## src/rtl/au_pkg.sv

```systemverilog
// rtl/au_pkg.sv - shared constants, op codes and scheduler state encoding for au and au_scheduler
package au_pkg;

    localparam int AU_DW = 2;
    localparam int AU_YW = 2 * AU_DW;

    localparam logic [1:0] OP_ADD = 2'b00;
    localparam logic [1:0] OP_SUB = 2'b01;
    localparam logic [1:0] OP_MUL = 2'b10;
    localparam logic [1:0] OP_DIV = 2'b11;

    typedef enum logic [1:0] {
        ST_IDLE  = 2'd0,
        ST_ISSUE = 2'd1,
        ST_WAIT  = 2'd2,
        ST_RESP  = 2'd3
    } sched_state_t;

endpackage

```

## src/rtl/au_scheduler_if.sv

```systemverilog
// rtl/au_scheduler_if.sv - requester and ALU side signal bundle of au_scheduler
interface au_scheduler_if #(
    parameter int NREQ = 4,
    parameter int DW   = 2,
    parameter int YW   = 4
);

    logic [NREQ-1:0]    req;
    logic [NREQ*DW-1:0] req_a;
    logic [NREQ*DW-1:0] req_b;
    logic [NREQ*2-1:0]  req_ctrl;
    logic [NREQ-1:0]    gnt;
    logic [NREQ-1:0]    rsp_valid;
    logic [YW-1:0]      rsp_y;
    logic               rsp_c;
    logic               rsp_err;
    logic [DW-1:0]      alu_a;
    logic [DW-1:0]      alu_b;
    logic [1:0]         alu_ctrl;
    logic               alu_start;
    logic [YW-1:0]      alu_y;
    logic               alu_c;
    logic               alu_done;
    logic               busy;

    // slave: the scheduler itself
    modport slave (
        input  req, req_a, req_b, req_ctrl, alu_y, alu_c, alu_done,
        output gnt, rsp_valid, rsp_y, rsp_c, rsp_err,
               alu_a, alu_b, alu_ctrl, alu_start, busy
    );

    // master: requesters plus the ALU, as seen from outside the scheduler
    modport master (
        output req, req_a, req_b, req_ctrl, alu_y, alu_c, alu_done,
        input  gnt, rsp_valid, rsp_y, rsp_c, rsp_err,
               alu_a, alu_b, alu_ctrl, alu_start, busy
    );

endinterface

```

## src/rtl/rr_pick.sv

```systemverilog
// rtl/rr_pick.sv - combinational round-robin picker: first request at or above ptr, wrapping
module rr_pick #(
    parameter int NREQ = 4,
    parameter int PW   = 2
) (
    input  logic [NREQ-1:0] req_i,
    input  logic [PW-1:0]   ptr_i,
    output logic [NREQ-1:0] gnt_o,
    output logic [PW-1:0]   idx_o,
    output logic            any_o
);

    logic [PW:0] slot;

    always_comb begin
        idx_o = '0;
        any_o = 1'b0;
        slot  = '0;
        for (int k = 0; k < NREQ; k++) begin
            // one spare bit so ptr+k can exceed NREQ-1 before wrapping
            slot = {1'b0, ptr_i} + (PW+1)'(k);
            if (slot >= (PW+1)'(NREQ)) begin
                slot = slot - (PW+1)'(NREQ);
            end
            if (!any_o && req_i[slot[PW-1:0]]) begin
                any_o = 1'b1;
                idx_o = slot[PW-1:0];
            end
        end
        gnt_o = any_o ? (NREQ'(1) << idx_o) : '0;
    end

endmodule

```

## src/rtl/au_scheduler.sv

```systemverilog
// rtl/au_scheduler.sv - round-robin sharing of one multi-cycle ALU; AU_SCHED_TIMEOUT_EN adds a WAIT timeout
module au_scheduler
    import au_pkg::*;
#(
    parameter int NREQ    = 4,
    parameter int DW      = AU_DW,
    parameter int YW      = AU_YW,
    parameter int TIMEOUT = 16
) (
    input  logic          clk,
    input  logic          reset_n,
    au_scheduler_if.slave bus
);

    localparam int PW = $clog2(NREQ);

    if (NREQ < 2 || NREQ > 8 || TIMEOUT < 1 || YW != 2 * DW) begin : g_bad_cfg
        $error("au_scheduler: unsupported parameter set");
    end

    sched_state_t    state_q, state_d;
    logic [PW-1:0]   ptr_q, ptr_d;
    logic [PW-1:0]   owner_q, owner_d;
    logic [DW-1:0]   alu_a_q, alu_a_d;
    logic [DW-1:0]   alu_b_q, alu_b_d;
    logic [1:0]      alu_ctrl_q, alu_ctrl_d;
    logic            alu_start_q, alu_start_d;
    logic [NREQ-1:0] gnt_q, gnt_d;
    logic [NREQ-1:0] rsp_valid_q, rsp_valid_d;
    logic [YW-1:0]   rsp_y_q, rsp_y_d;
    logic            rsp_c_q, rsp_c_d;
    logic            rsp_err_q, rsp_err_d;
    logic            busy_q, busy_d;

`ifdef AU_SCHED_TIMEOUT_EN
    localparam int TW = $clog2(TIMEOUT + 1);
    logic [TW-1:0]   tmo_q, tmo_d;
`endif

    logic [NREQ-1:0] win_oh;
    logic [PW-1:0]   win_idx;
    logic            win_any;
    logic [NREQ-1:0] owner_oh;

    logic [DW-1:0]   a_arr    [NREQ];
    logic [DW-1:0]   b_arr    [NREQ];
    logic [1:0]      ctrl_arr [NREQ];

    always_comb begin
        for (int i = 0; i < NREQ; i++) begin
            a_arr[i]    = bus.req_a[i*DW +: DW];
            b_arr[i]    = bus.req_b[i*DW +: DW];
            ctrl_arr[i] = bus.req_ctrl[i*2 +: 2];
        end
    end

    rr_pick #(
        .NREQ (NREQ),
        .PW   (PW)
    ) u_rr_pick (
        .req_i (bus.req),
        .ptr_i (ptr_q),
        .gnt_o (win_oh),
        .idx_o (win_idx),
        .any_o (win_any)
    );

    assign owner_oh = NREQ'(1) << owner_q;

    always_comb begin
        state_d     = state_q;
        ptr_d       = ptr_q;
        owner_d     = owner_q;
        alu_a_d     = alu_a_q;
        alu_b_d     = alu_b_q;
        alu_ctrl_d  = alu_ctrl_q;
        alu_start_d = 1'b0;
        gnt_d       = '0;
        rsp_valid_d = '0;
        rsp_y_d     = rsp_y_q;
        rsp_c_d     = rsp_c_q;
        rsp_err_d   = rsp_err_q;
`ifdef AU_SCHED_TIMEOUT_EN
        tmo_d       = tmo_q;
`endif

        case (state_q)
            ST_IDLE: begin
                if (win_any) begin
                    owner_d    = win_idx;
                    alu_a_d    = a_arr[win_idx];
                    alu_b_d    = b_arr[win_idx];
                    alu_ctrl_d = ctrl_arr[win_idx];
                    gnt_d      = win_oh;
                    // divide-by-zero answers directly and never occupies the ALU
                    if (ctrl_arr[win_idx] == OP_DIV && b_arr[win_idx] == '0) begin
                        state_d     = ST_RESP;
                        rsp_valid_d = win_oh;
                        rsp_y_d     = '0;
                        rsp_c_d     = 1'b0;
                        rsp_err_d   = 1'b1;
                    end else begin
                        state_d     = ST_ISSUE;
                        alu_start_d = 1'b1;
                    end
                end
            end
            ST_ISSUE: begin
                state_d = ST_WAIT;
`ifdef AU_SCHED_TIMEOUT_EN
                tmo_d   = '0;
`endif
            end
            ST_WAIT: begin
                if (bus.alu_done) begin
                    state_d     = ST_RESP;
                    rsp_valid_d = owner_oh;
                    rsp_y_d     = bus.alu_y;
                    rsp_c_d     = bus.alu_c;
                    rsp_err_d   = 1'b0;
                end
`ifdef AU_SCHED_TIMEOUT_EN
                else if (tmo_q == TW'(TIMEOUT - 1)) begin
                    state_d     = ST_RESP;
                    rsp_valid_d = owner_oh;
                    rsp_y_d     = '0;
                    rsp_c_d     = 1'b0;
                    rsp_err_d   = 1'b1;
                end else begin
                    tmo_d = tmo_q + 1'b1;
                end
`endif
            end
            ST_RESP: begin
                state_d = ST_IDLE;
                ptr_d   = (owner_q == PW'(NREQ - 1)) ? '0 : owner_q + 1'b1;
            end
            default: begin
                state_d = ST_IDLE;
            end
        endcase

        busy_d = (state_d != ST_IDLE);
    end

    always_ff @(posedge clk or negedge reset_n) begin
        if (!reset_n) begin
            state_q     <= ST_IDLE;
            ptr_q       <= '0;
            owner_q     <= '0;
            alu_a_q     <= '0;
            alu_b_q     <= '0;
            alu_ctrl_q  <= '0;
            alu_start_q <= 1'b0;
            gnt_q       <= '0;
            rsp_valid_q <= '0;
            rsp_y_q     <= '0;
            rsp_c_q     <= 1'b0;
            rsp_err_q   <= 1'b0;
            busy_q      <= 1'b0;
`ifdef AU_SCHED_TIMEOUT_EN
            tmo_q       <= '0;
`endif
        end else begin
            state_q     <= state_d;
            ptr_q       <= ptr_d;
            owner_q     <= owner_d;
            alu_a_q     <= alu_a_d;
            alu_b_q     <= alu_b_d;
            alu_ctrl_q  <= alu_ctrl_d;
            alu_start_q <= alu_start_d;
            gnt_q       <= gnt_d;
            rsp_valid_q <= rsp_valid_d;
            rsp_y_q     <= rsp_y_d;
            rsp_c_q     <= rsp_c_d;
            rsp_err_q   <= rsp_err_d;
            busy_q      <= busy_d;
`ifdef AU_SCHED_TIMEOUT_EN
            tmo_q       <= tmo_d;
`endif
        end
    end

    assign bus.gnt       = gnt_q;
    assign bus.rsp_valid = rsp_valid_q;
    assign bus.rsp_y     = rsp_y_q;
    assign bus.rsp_c     = rsp_c_q;
    assign bus.rsp_err   = rsp_err_q;
    assign bus.alu_a     = alu_a_q;
    assign bus.alu_b     = alu_b_q;
    assign bus.alu_ctrl  = alu_ctrl_q;
    assign bus.alu_start = alu_start_q;
    assign bus.busy      = busy_q;

endmodule

```

## src/flat_wrapper.sv

```systemverilog
// flat-port wrapper written by rule: the top's interface ports become plain ports
module au_scheduler_flat import au_pkg::*;
#(
    parameter int NREQ    = 4,
    parameter int DW      = AU_DW,
    parameter int YW      = AU_YW,
    parameter int TIMEOUT = 16
)
  (clk, reset_n, bus_req, bus_req_a, bus_req_b, bus_req_ctrl, bus_alu_y, bus_alu_c, bus_alu_done, bus_gnt, bus_rsp_valid, bus_rsp_y, bus_rsp_c, bus_rsp_err, bus_alu_a, bus_alu_b, bus_alu_ctrl, bus_alu_start, bus_busy);
  au_scheduler_if #(.NREQ(NREQ), .DW(DW), .YW(YW)) bus_i ();
  input  logic clk;
  input  logic reset_n;
  input wire logic [$bits(bus_i.req)-1:0] bus_req;
  input wire logic [$bits(bus_i.req_a)-1:0] bus_req_a;
  input wire logic [$bits(bus_i.req_b)-1:0] bus_req_b;
  input wire logic [$bits(bus_i.req_ctrl)-1:0] bus_req_ctrl;
  input wire logic [$bits(bus_i.alu_y)-1:0] bus_alu_y;
  input wire logic [$bits(bus_i.alu_c)-1:0] bus_alu_c;
  input wire logic [$bits(bus_i.alu_done)-1:0] bus_alu_done;
  output wire logic [$bits(bus_i.gnt)-1:0] bus_gnt;
  output wire logic [$bits(bus_i.rsp_valid)-1:0] bus_rsp_valid;
  output wire logic [$bits(bus_i.rsp_y)-1:0] bus_rsp_y;
  output wire logic [$bits(bus_i.rsp_c)-1:0] bus_rsp_c;
  output wire logic [$bits(bus_i.rsp_err)-1:0] bus_rsp_err;
  output wire logic [$bits(bus_i.alu_a)-1:0] bus_alu_a;
  output wire logic [$bits(bus_i.alu_b)-1:0] bus_alu_b;
  output wire logic [$bits(bus_i.alu_ctrl)-1:0] bus_alu_ctrl;
  output wire logic [$bits(bus_i.alu_start)-1:0] bus_alu_start;
  output wire logic [$bits(bus_i.busy)-1:0] bus_busy;
  assign bus_i.req = bus_req;
  assign bus_i.req_a = bus_req_a;
  assign bus_i.req_b = bus_req_b;
  assign bus_i.req_ctrl = bus_req_ctrl;
  assign bus_i.alu_y = bus_alu_y;
  assign bus_i.alu_c = bus_alu_c;
  assign bus_i.alu_done = bus_alu_done;
  assign bus_gnt = bus_i.gnt;
  assign bus_rsp_valid = bus_i.rsp_valid;
  assign bus_rsp_y = bus_i.rsp_y;
  assign bus_rsp_c = bus_i.rsp_c;
  assign bus_rsp_err = bus_i.rsp_err;
  assign bus_alu_a = bus_i.alu_a;
  assign bus_alu_b = bus_i.alu_b;
  assign bus_alu_ctrl = bus_i.alu_ctrl;
  assign bus_alu_start = bus_i.alu_start;
  assign bus_busy = bus_i.busy;
  au_scheduler #(.NREQ(NREQ), .DW(DW), .YW(YW), .TIMEOUT(TIMEOUT)) u_core (.clk(clk), .reset_n(reset_n), .bus(bus_i));
endmodule
```

## config.mk

```make
export PLATFORM = sky130hd
export DESIGN_NAME = au_scheduler_flat
export DESIGN_NICKNAME = d
export VERILOG_FILES = /design/src/rtl/au_pkg.sv /design/src/rtl/au_scheduler_if.sv /design/src/rtl/rr_pick.sv /design/src/rtl/au_scheduler.sv /design/src/flat_wrapper.sv
export SDC_FILE = /design/constraint.sdc
export NUM_CORES = 1
export LEC_CHECK = 0
export BUFFER_PORTS_ARGS = -buffer_cell sky130_fd_sc_hd__buf_2
export CAP_MARGIN = 20
export CORE_MARGIN = 2
export CORE_UTILIZATION = 47
export DETAILED_ROUTE_END_ITERATION = 6
export PLACE_DENSITY = 0.78
export SLEW_MARGIN = 20
export SYNTH_ARGS = -nofsm -noshare
export SYNTH_HDL_FRONTEND = slang
export SYNTH_SLANG_ARGS = --single-unit
```

## constraint.sdc

```tcl
create_clock -name clk -period 2.95 [get_ports clk]
set_input_delay 0.1475 -clock clk [delete_from_list [all_inputs] [get_ports clk]]
set_output_delay 0.1475 -clock clk [all_outputs]
set_load 0.03 [all_outputs]
```

== Word level (Yosys, flattened, before mapping) ==
Index checks and enable logic that the tools add are counted.
W data, S select, Z words.

* Shifts and indexed selects: 2
* Order comparisons: 9
* Equal/unequal tests: 8
* Multiplexer cells: 55
* Bitwise gates (word level): 1
* Add/subtract/negate cells: 8
* Reductions and logical operators: 13

{| class="wikitable"
|+ Operators by type and width
! cell !! number
|-
| $mux W2 || 18
|-
| $mux W4 || 8
|-
| $mux W1 || 17
|-
| $pmux W4 S2 || 2
|-
| $bmux W2 S2 || 3
|-
| $ge A3 B3 Y1 const B || 4
|-
| $lt A2 B3 Y1 const B || 4
|-
| $bmux W1 S2 || 4
|-
| $eq A2 B2 Y1 const B || 4
|-
| $pmux W2 S4 || 1
|-
| $shl A1 B2 Y4 const A || 2
|-
| $sub A2 B1 Y2 const B || 4
|-
| $add A2 B2 Y3 const B || 2
|-
| $logic_and A1 B1 Y1 || 4
|-
| $logic_not A2 Y1 || 2
|-
| $ne A2 B2 Y1 const B || 2
|-
| $pmux W1 S2 || 2
|-
| $reduce_and A4 Y1 || 1
|-
| $reduce_bool A2 Y1 || 2
|-
| $add A2 B1 Y3 const B || 1
|-
| $ge A2 B3 Y1 const B || 1
|-
| $logic_not A1 Y1 || 3
|-
| $not A2 Y3 || 1
|-
| $add A2 B1 Y2 const B || 1
|-
| 3 further kinds || 3
|}

* Bits in registers: 28
* Output and inout bits: 22
* Input bits: 36

== Depth between registers and ports, before layout ==
* Word-level depth: 24
* Depth in mapped cells: 10

== Modules after synthesis ==
Synthesis repeated with hierarchy kept, for this count alone.

* Cell total of the unflattened synthesis: 137
* Area, all modules: 1,541.5 sq um

{| class="wikitable"
|+ Modules (own cells, without submodules)
! module !! times used !! sequential area each (sq um) !! area an instance (sq um) !! cells an instance
|-
| au_scheduler || 1 || 700.7 || 1,358.8 || 105
|-
| rr_pick || 1 || 0.0 || 182.7 || 32
|}

== Worst setup path before layout ==
No wires, ideal clock.

* Kind: reg-to-reg
* Start: reg u_core.ptr_q[0]
* End: reg u_core.rsp_c_q, in the netlist u_core.bus.rsp_c
* Setup time: 130 ps
* Buffers on the path: 2
* Setup slack: 830 ps
* Period minus slack after synthesis: 2,120 ps
* Stages on the path, launching flop included: 10
* Arrival time: 1,990 ps
* Cells stage by stage: dfrtp_1 > nand2b_1 > nor2b_1 > o22a_2 > buf_6 > mux2i_1 > mux2_2 > nor4_2 > buf_4 > o21ai_0

* Cells in the longest elaborated chain, start to end: 22

{| class="wikitable"
|+ RTL lines
! what !! RTL line !! source
|-
| from (decl) || au_scheduler.sv:22 || <nowiki>logic [PW-1:0] ptr_q, ptr_d;</nowiki>
|-
| from (signal assigned) || au_scheduler.sv:166 || <nowiki>ptr_q <= ptr_d;</nowiki>
|-
| branches (longest 21 deep; another with $add A2 B1 Y3) || - ||
|-
| $reduce_and A4 Y1 (no line) * || - ||
|-
| to (signal assigned) || au_scheduler.sv:175 || <nowiki>rsp_c_q <= rsp_c_d;</nowiki>
|-
| to (decl) || au_scheduler.sv:31 || <nowiki>logic rsp_c_q, rsp_c_d;</nowiki>
|}

Mark *: on every way between the ends. The select of a mux whose other input is x is not followed.
A chain may end at the register's enable or synchronous reset.

== Worst setup path after layout ==
* Start: reg u_core.ptr_q[1]
* End: reg u_core.rsp_y_q[3], in the netlist u_core.bus.rsp_y[3]

* Cells in the longest elaborated chain, start to end: 22

{| class="wikitable"
|+ RTL lines
! what !! RTL line !! source
|-
| branches (longest 21 deep; another with $add A2 B1 Y3) || - ||
|-
| $reduce_and A4 Y1 (no line) * || - ||
|-
| to (signal assigned) || au_scheduler.sv:174 || <nowiki>rsp_y_q <= rsp_y_d;</nowiki>
|-
| to (decl) || au_scheduler.sv:30 || <nowiki>logic [YW-1:0] rsp_y_q, rsp_y_d;</nowiki>
|}

Marks and branches as above.

==> results.py <==
metrics = {
    "drt": {
        "drt_first_pass_iters": 4,
        "remaining_drc_errors": 0,
        "ant_nets": 0,
        "totalWireLength_mm": 2.99,
        "vias": 1152,
        "drt_first_iter_violations": 37,
        "wl_per_cell_um": 13.7,
        "viasPerCell": 5.26,
    },
    "pwr": {
        "p_int_uw": 987,
        "power.switching_uw": 828,
        "irDropWorstVdd_mv": 0.626,
        "power_frac_seq": 0.359,
        "p_leak_nw": 0.926,
        "power_density_nw_per_um2": 1040,
        "pwr-share-clk": 0.101,
        "comb_power_share": 0.539,
        "switching_share": 0.456,
    },
    "timing": {
        "rsz0062_at_grt": "no",
        "fmax_mhz": 430,
        "fin_ws_ns": 0.624,
        "drv_slew": 0,
        "finalCritPeriodShare": 0.789,
        "worst_pin_slew_ns": 0.610,
        "worst_clock_skew_ns": 0.00572,
        "fin_crit_ns": 2.33,
        "finalHoldViolations": 0,
        "tns_ns": 0,
        "finalSetupViolCount": 0,
        "maxSlewHeadroom": 0.593,
    },
    "cells_and_area": {
        "fin_area_um2": 1750,
        "layout-drive-gt1-share": 0.399,
        "layout_commonest_cell": "buf_2",
        "fin_nets": 229,
        "final_util": 0.629,
        "final_cell_mix": "buf_2 (57), dfrtp_1 (28), nand2_1 (18)",
        "area_growth_syn_to_layout_pct": 25.2,
        "fin_cells": 219,
        "antenna_cells": 0,
    },
    "critical_path": {
        "cp-start-kind": "flip-flop",
        "r2r_start": "u_core.ptr_q[1]",
        "arrival_ns": 2.54,
        "required_ns": 3.16,
        "critPathMaxFanout": 17,
        "ff2ff_path_depth": 8,
        "path_class": "flip-flop to flip-flop",
        "r2r-end": "u_core.bus.rsp_y[3]",
        "cp-end-kind": "flip-flop",
        "reg2reg_slack_ns": 0.62,
    },
    "logic_synthesis": {
        "synthCells": 130,
        "yosysWarnings": 0,
        "ys_seq_elements": 28,
        "yosysSeqAreaShare": 0.501,
        "yosysUniqueCellTypes": 33,
        "syn_area_per_cell_um2": 10.8,
        "synth_nets": 170,
        "syn-cell-area_um2": 1400,
    },
    "min_path": {
        "hold_depth": 3,
        "hp-class": "input port to flip-flop",
        "holdPathEnd": "u_core.bus.rsp_y[0]",
        "hold_start": "bus_alu_y[0]",
    },
    "clock_network": {
        "clk-insertion-delay-late_ns": 0.32,
        "ctsResizeCount": 0,
        "path_clk_slew_ns": 0.15,
        "h-tree-depth": 1,
        "post_cts_buffers": 0,
        "numCtsBuffers": 3,
        "cts_root_buffer": "clkbuf_4",
        "cts_sinks": 28,
        "cts_tree": "yes",
        "clockBufferDepth": 2,
    },
    "grt": {
        "grt_overflow_total": 0,
        "grt_pass1_wl_mm": 5.18,
        "grt_max_degree": 29,
        "grt_pass1_vias": 1228,
        "grtUsageTotal": 0.197,
        "antenna_found_initial": 0,
    },
    "floorplan": {
        "die_width_um": 58.5,
        "initial_core_util": 0.502,
        "num_rows": 19,
        "coreArea_um2": 2780,
        "design.die.area_um2": 3430,
        "ios": 58,
        "dieHeight_um": 58.5,
    },
    "placed_design": {
        "gp_congestion": 0.758,
        "dpl_cell_area_um2": 1700,
        "place_inst": 214,
        "dp_hpwl_mm": 2.31,
        "port_buffers": 57,
        "place_ws_ns": 0.645,
    },
    "run_status": {
        "run_status": "finished clean",
    },
    "run": {
        "drv_cap": 0,
    },
}
-- timing repair --
item / CTS / global route
hold buffers: 1 / 0
endpoints found under the hold margin: 28 / 0
endpoints found under the setup margin: 0 / 0
-- layout make-up --
cell class | count | area (µm²)
fill | 223 | 1030
sequential | 28 | 701
multi-input combinational | 89 | 634
timing repair buffer | 61 | 318
tap | 31 | 38.8
clock buffer | 4 | 36.3
inverter | 6 | 22.5
-- worst max-delay path by stage --
stage                         start             endpoint  slack, ns  cells after the start
floorplan           u_core.ptr_q[0]     u_core.bus.rsp_c       0.83                      9
global placement    u_core.ptr_q[1]  u_core.bus.rsp_y[1]       0.75                      8
detailed placement  u_core.ptr_q[1]  u_core.bus.rsp_y[3]       0.65                      8
CTS                 u_core.ptr_q[1]  u_core.bus.rsp_y[3]       0.63                      8
global route        u_core.ptr_q[1]  u_core.bus.rsp_y[3]       0.49                      8
finish              u_core.ptr_q[1]  u_core.bus.rsp_y[3]       0.62                      8
-- power groups by stage --
stage / combinational (mW) / sequential (mW) / clock (mW)
after floorplan: 0.486 / 0.889 / 0
after global placement: 0.954 / 0.650 / 0
after detailed placement: 0.988 / 0.659 / 0
after CTS: 0.990 / 0.652 / 0.190
after global routing: 1.08 / 0.675 / 0.205
final: 0.979 / 0.652 / 0.184
-- cell usage after synthesis --
master,number,share of area
a21oi_2,1,0.0063
nor4_1,1,0.0045
a21boi_0,1,0.0054
o21a_1,1,0.0054
nand2b_1,4,0.018
nor4_2,1,0.0090
mux2i_1,12,0.086
o22a_2,1,0.0072
o31ai_1,1,0.0054
a21o_1,1,0.0054
o31a_1,1,0.0063
and3b_1,1,0.0063
o21ai_0,12,0.043
and3_1,1,0.0045
nor3_1,1,0.0036
a211oi_1,1,0.0054
ha_1,4,0.036
nor2_1,4,0.011
a21oi_1,2,0.0072
buf_2,2,0.0072
buf_1,1,0.0027
inv_1,6,0.016
dfrtp_1,28,0.50
nand2_1,18,0.048
a22o_1,4,0.025
mux2_2,8,0.064
nor3b_1,1,0.0054
clkbuf_1,2,0.0054
buf_6,1,0.0081
buf_4,1,0.0054
nor2b_1,1,0.0045
a22oi_1,5,0.027
o22ai_1,1,0.0045
-- stage by stage --
stage | hold slack (ns) | power (mW)
6_report | 0.0459 | 1.81
5_1_grt | 0.0468 | 1.95
4_1_cts | 0.0389 | 1.83
3_5_place_dp | 0.194 | 1.65
3_3_place_gp | 0.180 | 1.60
2_1_floorplan | -0.148 | 1.38
-- state kept, by name, summed over array words and instances (netlist names) --
| signal | flops |
|---|---|
| u_core.bus.gnt | 4 |
| u_core.bus.rsp_valid | 4 |
| u_core.bus.rsp_y | 4 |
| u_core.bus.alu_a | 2 |
| u_core.bus.alu_b | 2 |
| u_core.bus.alu_ctrl | 2 |
| u_core.owner_q | 2 |
| u_core.ptr_q | 2 |
| u_core.state_q | 2 |
| u_core.bus.alu_start | 1 |
| u_core.bus.busy | 1 |
| u_core.bus.rsp_c | 1 |
| u_core.bus.rsp_err | 1 |
-- critical path, stage by stage (launching register included) --
cell and delay, ns:
dfrtp_1 0.45, a21o_1 0.18, a21oi_2 0.13, o22a_2 0.43
mux2i_1 0.16, mux2_2 0.30, nor4_2 0.24, buf_4 0.21
o21ai_0 0.11
-- cells by family (layout without fill, tap and decap cells) --
| family | count (synthesis) | after routing | synth area share |
|---|---|---|---|
| mux | 20 | 20 | 0.150 |
| buf+inv | 13 | 71 | 0.0448 |
| flops | 28 | 28 | 0.501 |
| fa+ha+maj | 4 | 4 | 0.0358 |
| simple gates | 33 | 33 | 0.115 |
| compound gates | 32 | 32 | 0.153 |
-- layer usage --
layer	GRT usage	wire length, µm	up-vias
met4	0.0897	81	0
met2	0.347	1510	44
met3	0.0308	174	10
met1	0.235	1230	525
li1	-	-	573
met5	0	0	-
(Power assumes the default switching activity.)
